### config.mk
export PLATFORM = sky130hd
export DESIGN_NAME = uart_tx_fifo
export DESIGN_NICKNAME = d
export VERILOG_FILES = /design/src/rtl/uart_pkg.sv /design/src/rtl/sync_fifo.sv /design/src/rtl/uart_tx_fifo.sv
export SDC_FILE = /design/constraint.sdc
export NUM_CORES = 1
export LEC_CHECK = 0
export ABC_AREA = 1
export BUFFER_PORTS_ARGS = -buffer_cell sky130_fd_sc_hd__buf_2
export CAP_MARGIN = 20
export CORE_MARGIN = 2
export CORE_UTILIZATION = 61
export CTS_CLUSTER_SIZE = 40
export DETAILED_ROUTE_END_ITERATION = 16
export HOLD_SLACK_MARGIN = 0.12
export PLACE_DENSITY_LB_ADDON = 0.05
export SLEW_MARGIN = 10
export SYNTH_ARGS = -nofsm -noshare
export SYNTH_HDL_FRONTEND = slang
export SYNTH_SLANG_ARGS = --single-unit
### constraint.sdc
create_clock -name clk -period 2.7 [get_ports clk]
set_clock_uncertainty 0.1 [all_clocks]
set_input_delay 0 -clock clk [delete_from_list [all_inputs] [get_ports clk]]
set_output_delay 0 -clock clk [all_outputs]
set_load 0.01 [all_outputs]
### src/rtl/uart_pkg.sv
// Shared UART definitions: transmitter state encoding, 8N1 frame constants,
// and the clocks-per-bit calculation reused by the future receiver.
package uart_pkg;

    typedef enum logic [1:0] {
        ST_IDLE  = 2'd0,
        ST_START = 2'd1,
        ST_DATA  = 2'd2,
        ST_STOP  = 2'd3
    } tx_state_t;

    localparam int   DATA_BITS = 8;
    localparam logic START_BIT = 1'b0;
    localparam logic STOP_BIT  = 1'b1;

    function automatic int calcDiv(input int clkHz, input int baudRate);
        return clkHz / baudRate;
    endfunction

endpackage

### src/rtl/sync_fifo.sv
// Single-clock FIFO with registered occupancy; full/empty come from the level
// count so the wrapping read and write pointers can be equal in both cases.
module sync_fifo #(
    parameter int WIDTH = 8,
    parameter int DEPTH = 8
) (
    input  logic                       clk,
    input  logic                       reset,
    input  logic                       i_push,
    input  logic [WIDTH-1:0]           i_pushData,
    input  logic                       i_pop,
    output logic [WIDTH-1:0]           o_popData,
    output logic                       o_full,
    output logic                       o_empty,
    output logic [$clog2(DEPTH+1)-1:0] o_level
);

    localparam int LVL_W = $clog2(DEPTH + 1);
    localparam int PTR_W = $clog2(DEPTH);

    if ((DEPTH < 2) || ((DEPTH & (DEPTH - 1)) != 0)) begin : g_depthCheck
        $fatal(1, "sync_fifo: DEPTH must be a power of two and at least 2");
    end

    logic [WIDTH-1:0] r_mem [DEPTH];
    logic [PTR_W-1:0] r_wrPtr;
    logic [PTR_W-1:0] r_rdPtr;
    logic [LVL_W-1:0] r_level;
    logic             w_doPush;
    logic             w_doPop;

    assign o_full    = (r_level == LVL_W'(DEPTH));
    assign o_empty   = (r_level == '0);
    assign o_level   = r_level;
    assign o_popData = r_mem[r_rdPtr];
    assign w_doPush  = i_push && !o_full;
    assign w_doPop   = i_pop && !o_empty;

    always_ff @(posedge clk) begin
        if (reset) begin
            r_wrPtr <= '0;
            r_rdPtr <= '0;
            r_level <= '0;
        end else begin
            if (w_doPush) begin
                r_wrPtr <= r_wrPtr + PTR_W'(1);
            end
            if (w_doPop) begin
                r_rdPtr <= r_rdPtr + PTR_W'(1);
            end
            case ({w_doPush, w_doPop})
                2'b10:   r_level <= r_level + LVL_W'(1);
                2'b01:   r_level <= r_level - LVL_W'(1);
                default: r_level <= r_level;
            endcase
        end
    end

    // Storage needs no reset; occupancy alone decides what is valid.
    always_ff @(posedge clk) begin
        if (w_doPush && !reset) begin
            r_mem[r_wrPtr] <= i_pushData;
        end
    end

endmodule

### src/rtl/uart_tx_fifo.sv
// Buffered 8N1 UART transmitter: bytes queue in a sync_fifo and are shifted
// out LSB first, each bit lasting CLK_HZ/BAUDRATE clocks.
module uart_tx_fifo
    import uart_pkg::*;
#(
    parameter int CLK_HZ     = 100000000,
    parameter int BAUDRATE   = 25000000,
    parameter int FIFO_DEPTH = 8
) (
    input  logic                            clk,
    input  logic                            reset,
    input  logic [7:0]                      in_data,
    input  logic                            in_valid,
    output logic                            in_ready,
    output logic                            uart_tx,
    output logic                            busy,
    output logic [$clog2(FIFO_DEPTH+1)-1:0] fifo_level
);

    localparam int DIV   = calcDiv(CLK_HZ, BAUDRATE);
    localparam int CNT_W = (DIV < 2) ? 1 : $clog2(DIV);

    if (DIV < 2) begin : g_divCheck
        $fatal(1, "uart_tx_fifo: CLK_HZ/BAUDRATE must be at least 2");
    end

    tx_state_t            r_state;
    tx_state_t            w_stateNext;
    logic [CNT_W-1:0]     r_baudCnt;
    logic [CNT_W-1:0]     w_baudNext;
    logic [2:0]           r_bitIdx;
    logic [2:0]           w_bitNext;
    logic [DATA_BITS-1:0] r_shift;
    logic [DATA_BITS-1:0] w_shiftNext;
    logic                 r_tx;
    logic                 w_txNext;
    logic                 w_pop;
    logic                 w_full;
    logic                 w_empty;
    logic                 w_baudDone;
    logic [7:0]           w_head;

    sync_fifo #(
        .WIDTH (8),
        .DEPTH (FIFO_DEPTH)
    ) u_fifo (
        .clk        (clk),
        .reset      (reset),
        .i_push     (in_valid),
        .i_pushData (in_data),
        .i_pop      (w_pop),
        .o_popData  (w_head),
        .o_full     (w_full),
        .o_empty    (w_empty),
        .o_level    (fifo_level)
    );

    assign in_ready   = !w_full;
    assign uart_tx    = r_tx;
    assign busy       = (r_state != ST_IDLE) || (fifo_level != '0);
    assign w_baudDone = (r_baudCnt == CNT_W'(DIV - 1));

    always_ff @(posedge clk) begin
        if (reset) begin
            r_state   <= ST_IDLE;
            r_baudCnt <= '0;
            r_bitIdx  <= '0;
            r_shift   <= '0;
            r_tx      <= STOP_BIT;
        end else begin
            r_state   <= w_stateNext;
            r_baudCnt <= w_baudNext;
            r_bitIdx  <= w_bitNext;
            r_shift   <= w_shiftNext;
            r_tx      <= w_txNext;
        end
    end

    // The line level for the next bit is computed here so uart_tx comes straight from r_tx.
    always_comb begin
        w_stateNext = r_state;
        w_baudNext  = r_baudCnt;
        w_bitNext   = r_bitIdx;
        w_shiftNext = r_shift;
        w_txNext    = r_tx;
        w_pop       = 1'b0;
        case (r_state)
            ST_IDLE: begin
                w_baudNext = '0;
                w_bitNext  = '0;
                w_txNext   = STOP_BIT;
                if (!w_empty) begin
                    w_pop       = 1'b1;
                    w_shiftNext = w_head;
                    w_txNext    = START_BIT;
                    w_stateNext = ST_START;
                end
            end
            ST_START: begin
                if (w_baudDone) begin
                    w_baudNext  = '0;
                    w_txNext    = r_shift[0];
                    w_stateNext = ST_DATA;
                end else begin
                    w_baudNext = r_baudCnt + CNT_W'(1);
                end
            end
            ST_DATA: begin
                if (w_baudDone) begin
                    w_baudNext = '0;
                    if (r_bitIdx == 3'(DATA_BITS - 1)) begin
                        w_bitNext   = '0;
                        w_txNext    = STOP_BIT;
                        w_stateNext = ST_STOP;
                    end else begin
                        w_bitNext   = r_bitIdx + 3'd1;
                        w_shiftNext = r_shift >> 1;
                        w_txNext    = r_shift[1];
                    end
                end else begin
                    w_baudNext = r_baudCnt + CNT_W'(1);
                end
            end
            ST_STOP: begin
                if (w_baudDone) begin
                    w_baudNext = '0;
                    if (!w_empty) begin
                        w_pop       = 1'b1;
                        w_shiftNext = w_head;
                        w_txNext    = START_BIT;
                        w_stateNext = ST_START;
                    end else begin
                        w_txNext    = STOP_BIT;
                        w_stateNext = ST_IDLE;
                    end
                end else begin
                    w_baudNext = r_baudCnt + CNT_W'(1);
                end
            end
            default: begin
                w_txNext    = STOP_BIT;
                w_stateNext = ST_IDLE;
            end
        endcase
    end

endmodule
; ---- Word level (Yosys, flattened, before mapping)
; Memories as Yosys holds them, arrays and structs flattened. A register that Yosys moved wholly into a read port is not among the register bits.
; Index checks and enable logic that the tools add are counted.
[classes]
add_sub_neg = 6
eq_ne = 14
n_mux = 31
reduce_logical = 19
[ops]
columns = cell, count
row1 = $mux 8, 4
row2 = $pmux 8 s3, 1
row3 = $mux 2, 6
row4 = $mux 3, 4
row5 = $ne 2x2->1 const B, 6
row6 = $mux 1, 10
row7 = $add 3x1->3 const B, 3
row8 = $eq 2x2->1 const B, 4
row9 = $pmux 2 s4, 1
row10 = $pmux 4 s2, 1
row11 = $pmux 3 s2, 1
row12 = $reduce_bool 2->1, 3
row13 = $reduce_and 5->1, 1
row14 = $add 4x1->4 const B, 1
row15 = $eq 2x1->1 const B, 2
row16 = $eq 4x4->1 const B, 1
row17 = $logic_not 4->1, 1
row18 = $pmux 1 s4, 1
row19 = $pmux 2 s2, 1
row20 = $reduce_and 4->1, 1
row21 = $reduce_bool 4->1, 1
row22 = $sub 4x1->4 const B, 1
row23 = $eq 3x3->1 const B, 1
row24 = $logic_and 1x1->1, 3
row25 = other kinds (9), 11
[word_totals]
regBits = 26
ramBits = 64
output_inout_bits = 7
word_cells = 79
memories = 1
[memory_table]
columns = memory, depth, word_bits, rd, rd_clocked_by_memory_dff, wr, line_no
row1 = u_fifo.r_mem, 8, 8, 1, 1, 1, sync_fifo.sv:25  ; logic [WIDTH-1:0] r_mem [DEPTH];

; ---- Logic depth before layout (Yosys ltp)
; Gate-level depths: netlist of the first run.
[logic_depth]
depth_word = 7
mapped_depth = 13
ltp_nobuf = 13

; ---- Hierarchy
; From an unflattened synthesis of the first run, not the netlist that was laid out.
[hier_totals]
hier_cells = 435
area_unflattened_um2 = 4164.0
[modules_own_cells]
columns = mod, instances, cells_per_inst, area_each_um2, seq_area_each_um2
row1 = sync_fifo, 1, 291, 3199.3, 2182.1
row2 = uart_tx_fifo, 1, 144, 964.7, 320.3

; ---- Worst setup path after synthesis of the first run
; No wires, ideal clock.
[synth_path]
path_type = register to register
start = reg r_state[0]
end = reg u_fifo.r_level[2] (netlist: u_fifo.o_level[2])
setup_time_ps = 115
t_arrival_ps = 1956
path_slack_ps = 529
path_stages_with_launch = 13
synth_period_minus_slack_ps = 2171
path_cell_list = dfxtp_1 > inv_1 > ha_1 > inv_1 > nand2_1 > inv_2 > ha_1 > xor2_1 > ha_1 > a21oi_1 > xnor2_1 > o21ai_0 > inv_1
[synth_between]
elab_chain_len = 5
[synth_lines]
columns = element, line_no
row1 = from (decl), uart_tx_fifo.sv:27  ; tx_state_t r_state;
row2 = from (signal assigned), uart_tx_fifo.sv:71  ; r_state <= w_stateNext;
row3 = $eq 2x2->1 / $logic_not 2->1 (equally long branches), uart_tx_fifo.sv:87  ; case (r_state)
row4 = $pmux 1 s2 (*), uart_tx_fifo.sv:87
row5 = $logic_and 1x1->1 (*), sync_fifo.sv:37  ; assign w_doPop = i_pop && !o_empty;
row6 = net u_fifo.w_doPop, sync_fifo.sv:30  ; logic w_doPop;
row7 = $eq 2x1->1 / $eq 2x2->1 (equally long branches), sync_fifo.sv:51  ; case ({w_doPush, w_doPop})
row8 = $pmux 4 s2 / $reduce_bool 2->1 (equally long branches), n/a
row9 = to (signal assigned), sync_fifo.sv:52  ; 2'b10: r_level <= r_level + LVL_W'(1);
row10 = to (signal assigned), sync_fifo.sv:53  ; 2'b01: r_level <= r_level - LVL_W'(1);
row11 = to (signal assigned), sync_fifo.sv:54  ; default: r_level <= r_level;
row12 = to (decl), sync_fifo.sv:28  ; logic [LVL_W-1:0] r_level;
; Mark *: on every way through the listed nets, which the timed path passes. The rest lies on a longest branch.
; A chain may end at the register's enable or synchronous reset.

; ---- Final worst setup path of the first run
; Ends and elaborated chain as after synthesis.

==> out/results.txt, run 1 <==
grt ovf: 0
Synth Warn #: 0
hold-fix buffers at CTS: 10
f_max: 409 MHz
largest area contributor in the netlist: edfxtp_1
RSZ-0062 raised after global routing: no
DR pass1 iterations: 4
Power Density: 911 mW/mm^2
# rows: 29
largest cells by area after synthesis: edfxtp_1 (47%), dfxtp_1 (14%), nand2_1 (13%)
diode count: 0
Synth Flop Type: edfxtp_1
Synth top area share: 0.468
Setup crit start kind: flop
H-Tree Depth: 3
gr busiest metal: met2
routed len/inst: 14.1 um
Post-synth top cells: nand2_1 (146), edfxtp_1 (64), nor2_1 (46)
EDFF count, synth: 64
NumNets Final: 501
fin crit period: 2450 ps
via count: 2921
critical path's largest stage delay: 460 ps
Synth Register Bits: 93
met3 usage: 0.0549
core footprint: 0.00642 sq mm
layout cells sized above 1: 0.108
final hold slack: 341 ps
worst slew pin tran: 559 ps
top-count cell post-synth: nand2_1
maximum VDD drop: 663 uV
Post-CTS Setup Bufs: 0
vias per cell: 5.23
Clk Latency, worst-skew pair: 350 ps
Post-Syn Area: 0.00411 sq mm
initial DRC count: 204
GRT met1 Usage: 0.315
post-synthesis cell count: 441
crit path capture type: flop
CP max FO: 7
Slew Limit Fails: 0
first-pass GRT wire length: 13100 um
max-cap violation count: 0
setup TNS: 0 ps
RePlAce Congestion: 0.874
Seq/Total Area, Yosys: 0.609
initial antenna violation count: 0
CTS tree: yes
clk slew on worst S/H paths: 90 ps
Post-CTS Resized: 0
CTS Sinks: 93
Mean Syn Cell Area: 9.32 sq um
clock buffer depth: 2
DRC Markers: 0
syn_nets: 466
effective utilization at floorplan: 0.640
critical path's slowest cell: dfxtp_1
FFs w/ async S/R, synth: 0
largest net degree at the start of global routing: 33
# fillers: 467
Netlist cell types: 22
status: finished clean
Top Ports: 18
Detail Placement HPWL: 4870 um
WP data arrival: 2600 ps
endpoints failing setup: 0
kind of critical path: reg -> reg
antenna-violating nets left: 0
cells along the critical path: inv_1 > ha_1 > inv_1 > nand2_1 > inv_2 > ha_1 > xor2_1 > ha_1 > a21oi_1 > xnor2_1 > o21ai_0 > inv_1
Detailed Route WL: 7850 um
Die ar.: 0.00741 sq mm
Num CTS Buffers: 9
ratio of final minimum period to clock period: 0.907
Hold Path Class: reg -> reg
Final Hold Viols: 0
Clock Tree Root: clkbuf_8
Total GRT Usage: 0.233
chip width: 86.1 um
PortBufs: 17
die height: 86.1 um
Leak Pwr: 0.00200 uW
met2 Usage GRT: 0.369
number of global-route vias before repair: 2863
Rel. slew slack: 0.627
CP required: 2850 ps
Layout area overhead: 12.2%
-- worst max-delay path: cells and delay by family, from the launching register on --
family | cells | cell delay, ps
adders and majority gates | 3 | 720
AOI/OAI and AO/OA | 2 | 200
DFF | 1 | 460
buffers and inverters | 4 | 390
xor gates and xnor gates | 2 | 360
and+or+nand+nor | 1 | 110
-- layout make-up --
class / count / area, sq um / area share
clock buffer: 9 / 124 / 0.0269
clock inverter: 7 / 96.3 / 0.0209
inverter: 37 / 139 / 0.0301
multi-input combinational: 298 / 1390 / 0.302
sequential: 93 / 2500 / 0.543
tap: 77 / 96.3 / 0.0209
timing repair buffer: 37 / 260 / 0.0564
-- state kept, by name, indices dropped and copies added, names as in the netlist, named ones only --
register,cells
uart_tx,1
r_shift,8
u_fifo.r_mem,64
u_fifo.r_rdPtr,3
r_state,2
u_fifo.o_level,4
r_baudCnt,2
r_bitIdx,3
u_fifo.r_wrPtr,3
-- per-stage QoR --
stage               instance area [sq um]  instances   util  power, uW  setup slack [ps]
detailed placement                   4290        532  0.668       3210               291
finish                               4610        558  0.718       4200               252
floorplan                            4110        441      -       2890               529
global route                         4610        558  0.718       4510              12.8
CTS                                  4610        558  0.718       4220               269
global placement                     4290        532  0.668       3170               417
-- cells in the final DEF, fill, tap and decap left out, drive strengths merged --
cell	Yosys	layout
or2	1	1
nand3	46	46
edfxtp	64	64
clkinv	0	3
nor3	5	5
xnor2	1	1
a21oi	16	16
o21ai	15	15
inv	37	39
bufinv	0	2
dfxtp	29	29
nand2	148	148
buf	11	27
ha	14	14
o211ai	2	2
clkbuf	2	9
dlygate4sd3	0	10
xor2	3	3
nor2	47	47
-- power by group --
part           leakage (uW)  internal, uW  switching, uW
sequential         0.000816          1690            105
combinational       0.00107           481            921
clock              0.000114           527            481
total               0.00200          2690           1510
-- metal layers --
layer | up-vias | part of all wire
met5 | - | 0
met4 | 0 | 0.0055
met3 | 4 | 0.066
met2 | 87 | 0.47
met1 | 1317 | 0.46
li1 | 1513 | -
-- logic make-up (layout without fill, tap and decap cells) --
logic type	count (synthesis)	in the layout	synth area share
AOI/OAI and AO/OA	33	33	0.0414
adders and majority gates	14	14	0.0426
buffers and inverters	50	90	0.0521
xor gates and xnor gates	4	4	0.00853
and+or+nand+nor	247	247	0.247
DFF	93	93	0.609
-- worst paths after layout --
| path | start | end | slack [ps] | cells after the start |
|---|---|---|---|---|
| worst max-delay path | r_state[0]$_SDFFE_PP0P_ | u_fifo.o_level[2]$_SDFFE_PP0P_ | 250 | 12 |
| worst min-delay path | r_baudCnt[0]$_SDFF_PP0_ | r_baudCnt[0]$_SDFF_PP0_ | 340 | 1 |
| worst max register to register | r_state[0]$_SDFFE_PP0P_ | u_fifo.o_level[2]$_SDFFE_PP0P_ | 250 | 12 |
| worst min register to register | r_baudCnt[0]$_SDFF_PP0_ | r_baudCnt[0]$_SDFF_PP0_ | 340 | 1 |
Power figures use the tool's default switching activity.
==> run 2: changes to the inputs <==
==> constraint.sdc (replaced) <==
create_clock -name clk -period 2.7 [get_ports clk]
set_clock_uncertainty 0.1 [all_clocks]
set_input_delay 0.81 -clock clk [delete_from_list [all_inputs] [get_ports clk]]
set_output_delay 0.81 -clock clk [all_outputs]
set_load 0.01 [all_outputs]
==> out/results.txt, run 2 (synthesized netlist as in run 1, its figures left out) <==
chip width: 86.1 um (unchanged)
fin crit period: 2360 ps (-83.5 ps)
NumNets Final: 493 (-1.6%)
Power Density: 946 mW/mm^2 (+3.9%)
CP required: 2860 ps (about the same)
via count: 2958 (+1.3%)
ratio of final minimum period to clock period: 0.876 (-0.0309)
number of global-route vias before repair: 2718 (-5.1%)
Reg with most FFs: u_fifo.r_mem
Sw Share: 0.355 (-0.00371)
routed len/inst: 14.6 um (+4.1%)
Non-Filler Instances: 550 (-1.4%)
crit path capture type: flop
DRC Markers: 0 (unchanged)
P_sw: 1530 uW (+1.5%)
RePlAce Congestion: 0.882 (+0.92%)
clk slew on worst S/H paths: 90 ps (about the same)
Clock Tree Root: clkbuf_8
Clk network pwr share: 0.258 (+0.018)
DR pass1 iterations: 5 (+1)
endpoints failing setup: 0 (unchanged)
initial DRC count: 200 (-2.0%)
hold-fix buffers at CTS: 0 (-10)
Reg power frac: 0.416 (-0.010)
Clk Latency, worst-skew pair: 360 ps (about the same)
status: finished clean
critical path's slowest cell: dfxtp_2
Hold Path Class: reg -> reg
Setup crit start kind: flop
reg2reg setup slack: 340 ps (+80 ps)
clock buffer depth: 2 (unchanged)
worst slew pin tran: 535 ps (-23.7 ps)
Detail Placement HPWL: 5060 um (+3.9%)
placed cells: 534 (+0.38%)
Slew Limit Fails: 0 (unchanged)
f_max: 423 MHz (+3.5%)
first-pass GRT wire length: 12900 um (-1.6%)
Final Hold Viols: 0 (unchanged)
# rows: 29 (unchanged)
vias per cell: 5.38 (+2.7%)
WP data arrival: 2520 ps (-80 ps)
max reg flops: 64 (unchanged)
P_int: 2780 uW (+3.2%)
die height: 86.1 um (unchanged)
commonest non-fill, non-tap cell in the layout: nand2_1
Detailed Route WL: 8050 um (+2.6%)
# fillers: 507 (+8.6%)
critical path's largest stage delay: 400 ps (-60 ps)
Layout area overhead: 10.8%
grt ovf: 0 (unchanged)
CTS tree: yes
initial antenna violation count: 0 (unchanged)
Post-CTS Setup Bufs: 0 (unchanged)
PortBufs: 17 (unchanged)
layout cells sized above 1: 0.116 (+0.00817)
Leak Pwr: 0.00196 uW (-1.7%)
core footprint: 0.00642 sq mm (unchanged)
cells along the critical path: inv_1 > ha_1 > inv_1 > nand2_1 > inv_2 > ha_1 > xor2_1 > ha_1 > a21oi_1 > xnor2_1 > o21ai_0 > inv_1
H-Tree Depth: 3 (unchanged)
Num CTS Buffers: 9 (unchanged)
Total GRT Usage: 0.233 (-0.000365)
setup TNS: 0 ps (unchanged)
Rel. slew slack: 0.643 (+0.0158)
commonest cells after routing, fill and taps aside: nand2_1 (146), edfxtp_1 (64), nor2_1 (46)
max-cap violation count: 0 (unchanged)
Die ar.: 0.00741 sq mm (unchanged)
diode count: 0 (unchanged)
kind of critical path: reg -> reg
maximum VDD drop: 640 uV (-3.5%)
CTS Sinks: 93 (unchanged)
RSZ-0062 raised after global routing: no
effective utilization at floorplan: 0.640 (unchanged)
CP max FO: 7 (unchanged)
largest net degree at the start of global routing: 33 (unchanged)
Top Ports: 18 (unchanged)
Comb pwr share: 0.326 (-0.008)
antenna-violating nets left: 0 (unchanged)
==> run 2: changes by cell type in the layout (fill, tap and decap cells not counted), sizes merged <==
cell	previous run	this run
clkinvlp	0	3
dlygate4sd3	10	0
inv	39	38
buf	27	29
bufinv	2	3
clkinv	3	0
==> run 2: worst max-delay path, delay by kind of cell, from the launching register on <==
kind	cells	cell delay (ps)
AOI/OAI and AO/OA	2	200
DFF	1	400
adders and majority gates	3	740
buffers and inverters	4	370
xor gates and xnor gates	2	360
and+or+nand+nor	1	110
==> run 2: routing by layer <==
metal,vias up,GRT usage,routed length (um)
met5,-,0,0
met4,0,0.0895,118
met3,12,0.0491,452
met2,81,0.354,3770
met1,1374,0.330,3710
li1,1491,-,-
==> run 2: final timing paths <==
kind | start | endpoint | depth (start not counted)
worst max-delay path | r_state[0]$_SDFFE_PP0P_ | u_fifo.o_level[2]$_SDFFE_PP0P_ | 12
worst min register to register | r_baudCnt[0]$_SDFF_PP0_ | r_baudCnt[0]$_SDFF_PP0_ | 1
worst max register to register | r_state[0]$_SDFFE_PP0P_ | u_fifo.o_level[2]$_SDFFE_PP0P_ | 12
worst min-delay path | r_baudCnt[0]$_SDFF_PP0_ | r_baudCnt[0]$_SDFF_PP0_ | 1
==> run 2: area by class of cell <==
type	instances	area [sq um]	area share
clock inverter	7	121	0.0267
tap	77	96.3	0.0212
inverter	37	139	0.0305
multi-input combinational	298	1390	0.306
sequential	93	2500	0.550
timing repair buffer	29	175	0.0385
clock buffer	9	124	0.0272
==> run 2: what timing repair did <==
item	4_1_cts	5_1_grt
hold endpoints to repair	0	0
resized for setup	0	1
setup endpoints to repair	0	1
==> run 2: power groups by stage <==
stage,Clock (uW),Sequential (uW),Combinational (uW)
floorplan,0,1810,1080
global placement,0,1810,1350
detailed placement,0,1820,1390
CTS,1110,1790,1400
global route,1170,1820,1610
finish,1110,1790,1410
==> run 2: stage by stage <==
stage / cell area (sq um) / hold WS (ps) / util / total power (uW) / worst slack, ps
3_5_place_dp: 4310 / 317 / 0.671 / 3210 / 273
4_1_cts: 4550 / 330 / 0.709 / 4300 / 258
2_1_floorplan: 4110 / 298 / - / 2890 / 528
5_1_grt: 4550 / 339 / 0.709 / 4600 / 52.4
3_3_place_gp: 4310 / 308 / 0.671 / 3160 / 424
6_report: 4550 / 337 / 0.709 / 4310 / 336
==> run 3: changes to the inputs <==
- CORE_ASPECT_RATIO: not set -> 1.1
- CORE_UTILIZATION: 61 -> 35
- clock period: 2.7 -> 2.4 ns (I/O delays scaled with it)
==> out/results.txt, run 3 (synthesized netlist as in run 1, its figures left out) <==
setup TNS: 0 ps (unchanged)
diode count: 0 (unchanged)
commonest non-fill, non-tap cell in the layout: nand2_1
max-cap violation count: 0 (unchanged)
Non-Filler Instances: 625 (+14%)
H-Tree Depth: 3 (unchanged)
Clock Tree Root: clkbuf_16
largest net degree at the start of global routing: 33 (unchanged)
max reg flops: 64 (unchanged)
ratio of final minimum period to clock period: 0.905 (+0.0296)
total power: 5170 uW (+20%)
final core occ: 0.417 (-0.292)
Die ar.: 0.0126 sq mm (+70%)
effective utilization at floorplan: 0.359 (-0.281)
grt ovf: 0 (unchanged)
CTS Sinks: 93 (unchanged)
Slew Limit Fails: 0 (unchanged)
clk slew on worst S/H paths: 60 ps (-30 ps)
f_max: 460 MHz (+8.8%)
critical path's largest stage delay: 380 ps (-20 ps)
RSZ-0062 raised after global routing: no
endpoints failing setup: 0 (unchanged)
final worst slack: 227 ps (-108 ps)
Rel. slew slack: 0.597 (-0.0458)
initial DRC count: 148 (-26%)
Top Ports: 18 (unchanged)
Total GRT Usage: 0.153 (-0.0800)
via count: 2868 (-3.0%)
worst slew pin tran: 604 ps (+68.6 ps)
Reg with most FFs: u_fifo.r_mem
Num CTS Buffers: 9 (unchanged)
# fillers: 1143 (+130%)
CTS tree: yes
chip width: 107 um (+25%)
status: finished clean
CP delay by family, top: adder cells
most frequent CP cell: inv_1
pre-CTS WS: 19.1 ps (-253 ps)
Clk Latency, worst-skew pair: 340 ps (-20 ps)
Setup crit start kind: flop
Layout area overhead: 16.0%
Detailed Route WL: 8960 um (+11%)
clock buffer depth: 2 (unchanged)
crit path capture type: flop
Leak Pwr: 0.00201 uW (+2.5%)
CP max FO: 7 (unchanged)
Hold Path Class: reg -> reg
CP required: 2530 ps (-330 ps)
maximum VDD drop: 340 uV (-47%)
Final Hold Viols: 0 (unchanged)
worst setup path start: r_state[0]$_SDFFE_PP0P_
fin crit period: 2170 ps (-192 ps)
kind of critical path: reg -> reg
placed cells: 610 (+14%)
Power Density: 1080 mW/mm^2 (+15%)
DRC Markers: 0 (unchanged)
PortBufs: 17 (unchanged)
# rows: 41 (+41%)
antenna-violating nets left: 0 (unchanged)
vias per cell: 4.59 (-15%)
DR pass1 iterations: 4 (-1)
core footprint: 0.0114 sq mm (+78%)
cells along the critical path: inv_1 > ha_1 > inv_1 > nand2_1 > inv_2 > ha_4 > xor2_2 > ha_2 > a21oi_2 > xnor2_1 > o21ai_0 > inv_1
first-pass GRT wire length: 14400 um (+12%)
NumNets Final: 496 (+0.61%)
hold-fix buffers at CTS: 0 (unchanged)
Critical R2R Launch: r_state[0]$_SDFFE_PP0P_
RePlAce Congestion: 0.778 (-12%)
Detail Placement HPWL: 5730 um (+13%)
die height: 118 um (+37%)
Hold Startpoint: r_baudCnt[0]$_SDFF_PP0_
worst path buffer plus inverter count: 4 (unchanged)
number of global-route vias before repair: 2797 (+2.9%)
critical path's slowest cell: dfxtp_4
WP data arrival: 2310 ps (-210 ps)
commonest cells after routing, fill and taps aside: nand2_1 (146), edfxtp_1 (64), nand3_1 (45)
layout cells sized above 1: 0.135 (+0.0185)
routed len/inst: 14.3 um (-2.0%)
initial antenna violation count: 0 (unchanged)
==> run 3: cell type report <==
type | instances | area [sq um] | area share
clock inverters | 6 | 88.8 | 0.0186
flip-flops and latches | 93 | 2510 | 0.525
multi-input cells | 298 | 1430 | 0.299
inverters | 37 | 139 | 0.0291
repair buffers | 32 | 198 | 0.0414
clock buffers | 9 | 225 | 0.0472
well taps | 150 | 188 | 0.0393
==> run 3: worst register-to-register path: stages (launching register included) <==
cell,delay [ps]
dfxtp_4,380
inv_1,80
ha_1,310
inv_1,80
nand2_1,90
inv_2,120
ha_4,170
xor2_2,170
ha_2,200
a21oi_2,40
xnor2_1,130
o21ai_0,150
inv_1,50
==> run 3: final timing paths <==
path              slack, ps  depth (start not counted)                             end
setup reg to reg        230                         12  u_fifo.o_level[2]$_SDFFE_PP0P_
hold reg to reg         330                          1         r_baudCnt[0]$_SDFF_PP0_
setup / recovery        230                         12  u_fifo.o_level[2]$_SDFFE_PP0P_
hold / removal          330                          1         r_baudCnt[0]$_SDFF_PP0_
==> run 3: routing by layer <==
layer | GRT usage | wire length [um] | up-vias
li1 | - | - | 1498
met1 | 0.185 | 4040 | 1328
met2 | 0.267 | 4510 | 30
met3 | 0.0233 | 244 | 12
met4 | 0.0657 | 166 | 0
met5 | 0 | 0 | -
==> run 3: timing repair <==
| item | 4_1_cts | 5_1_grt |
|---|---|---|
| resized for setup | 0 | 10 |
| setup endpoints to repair | 0 | 3 |
| setup buffers | 0 | 0 |
| hold endpoints to repair | 0 | 0 |
==> run 3: power by group <==
part,internal (uW),leakage (uW),switching (uW)
Sequential,1900,0.000817,122
Combinational,577,0.00105,1080
Clock,906,0.000147,586
==> run 3: stage by stage <==
step,instance area (sq um),hold slack [ps]
after floorplan,4110,298
after global placement,4420,307
after detailed placement,4420,322
after CTS,4730,333
after global routing,4770,355
final,4770,327
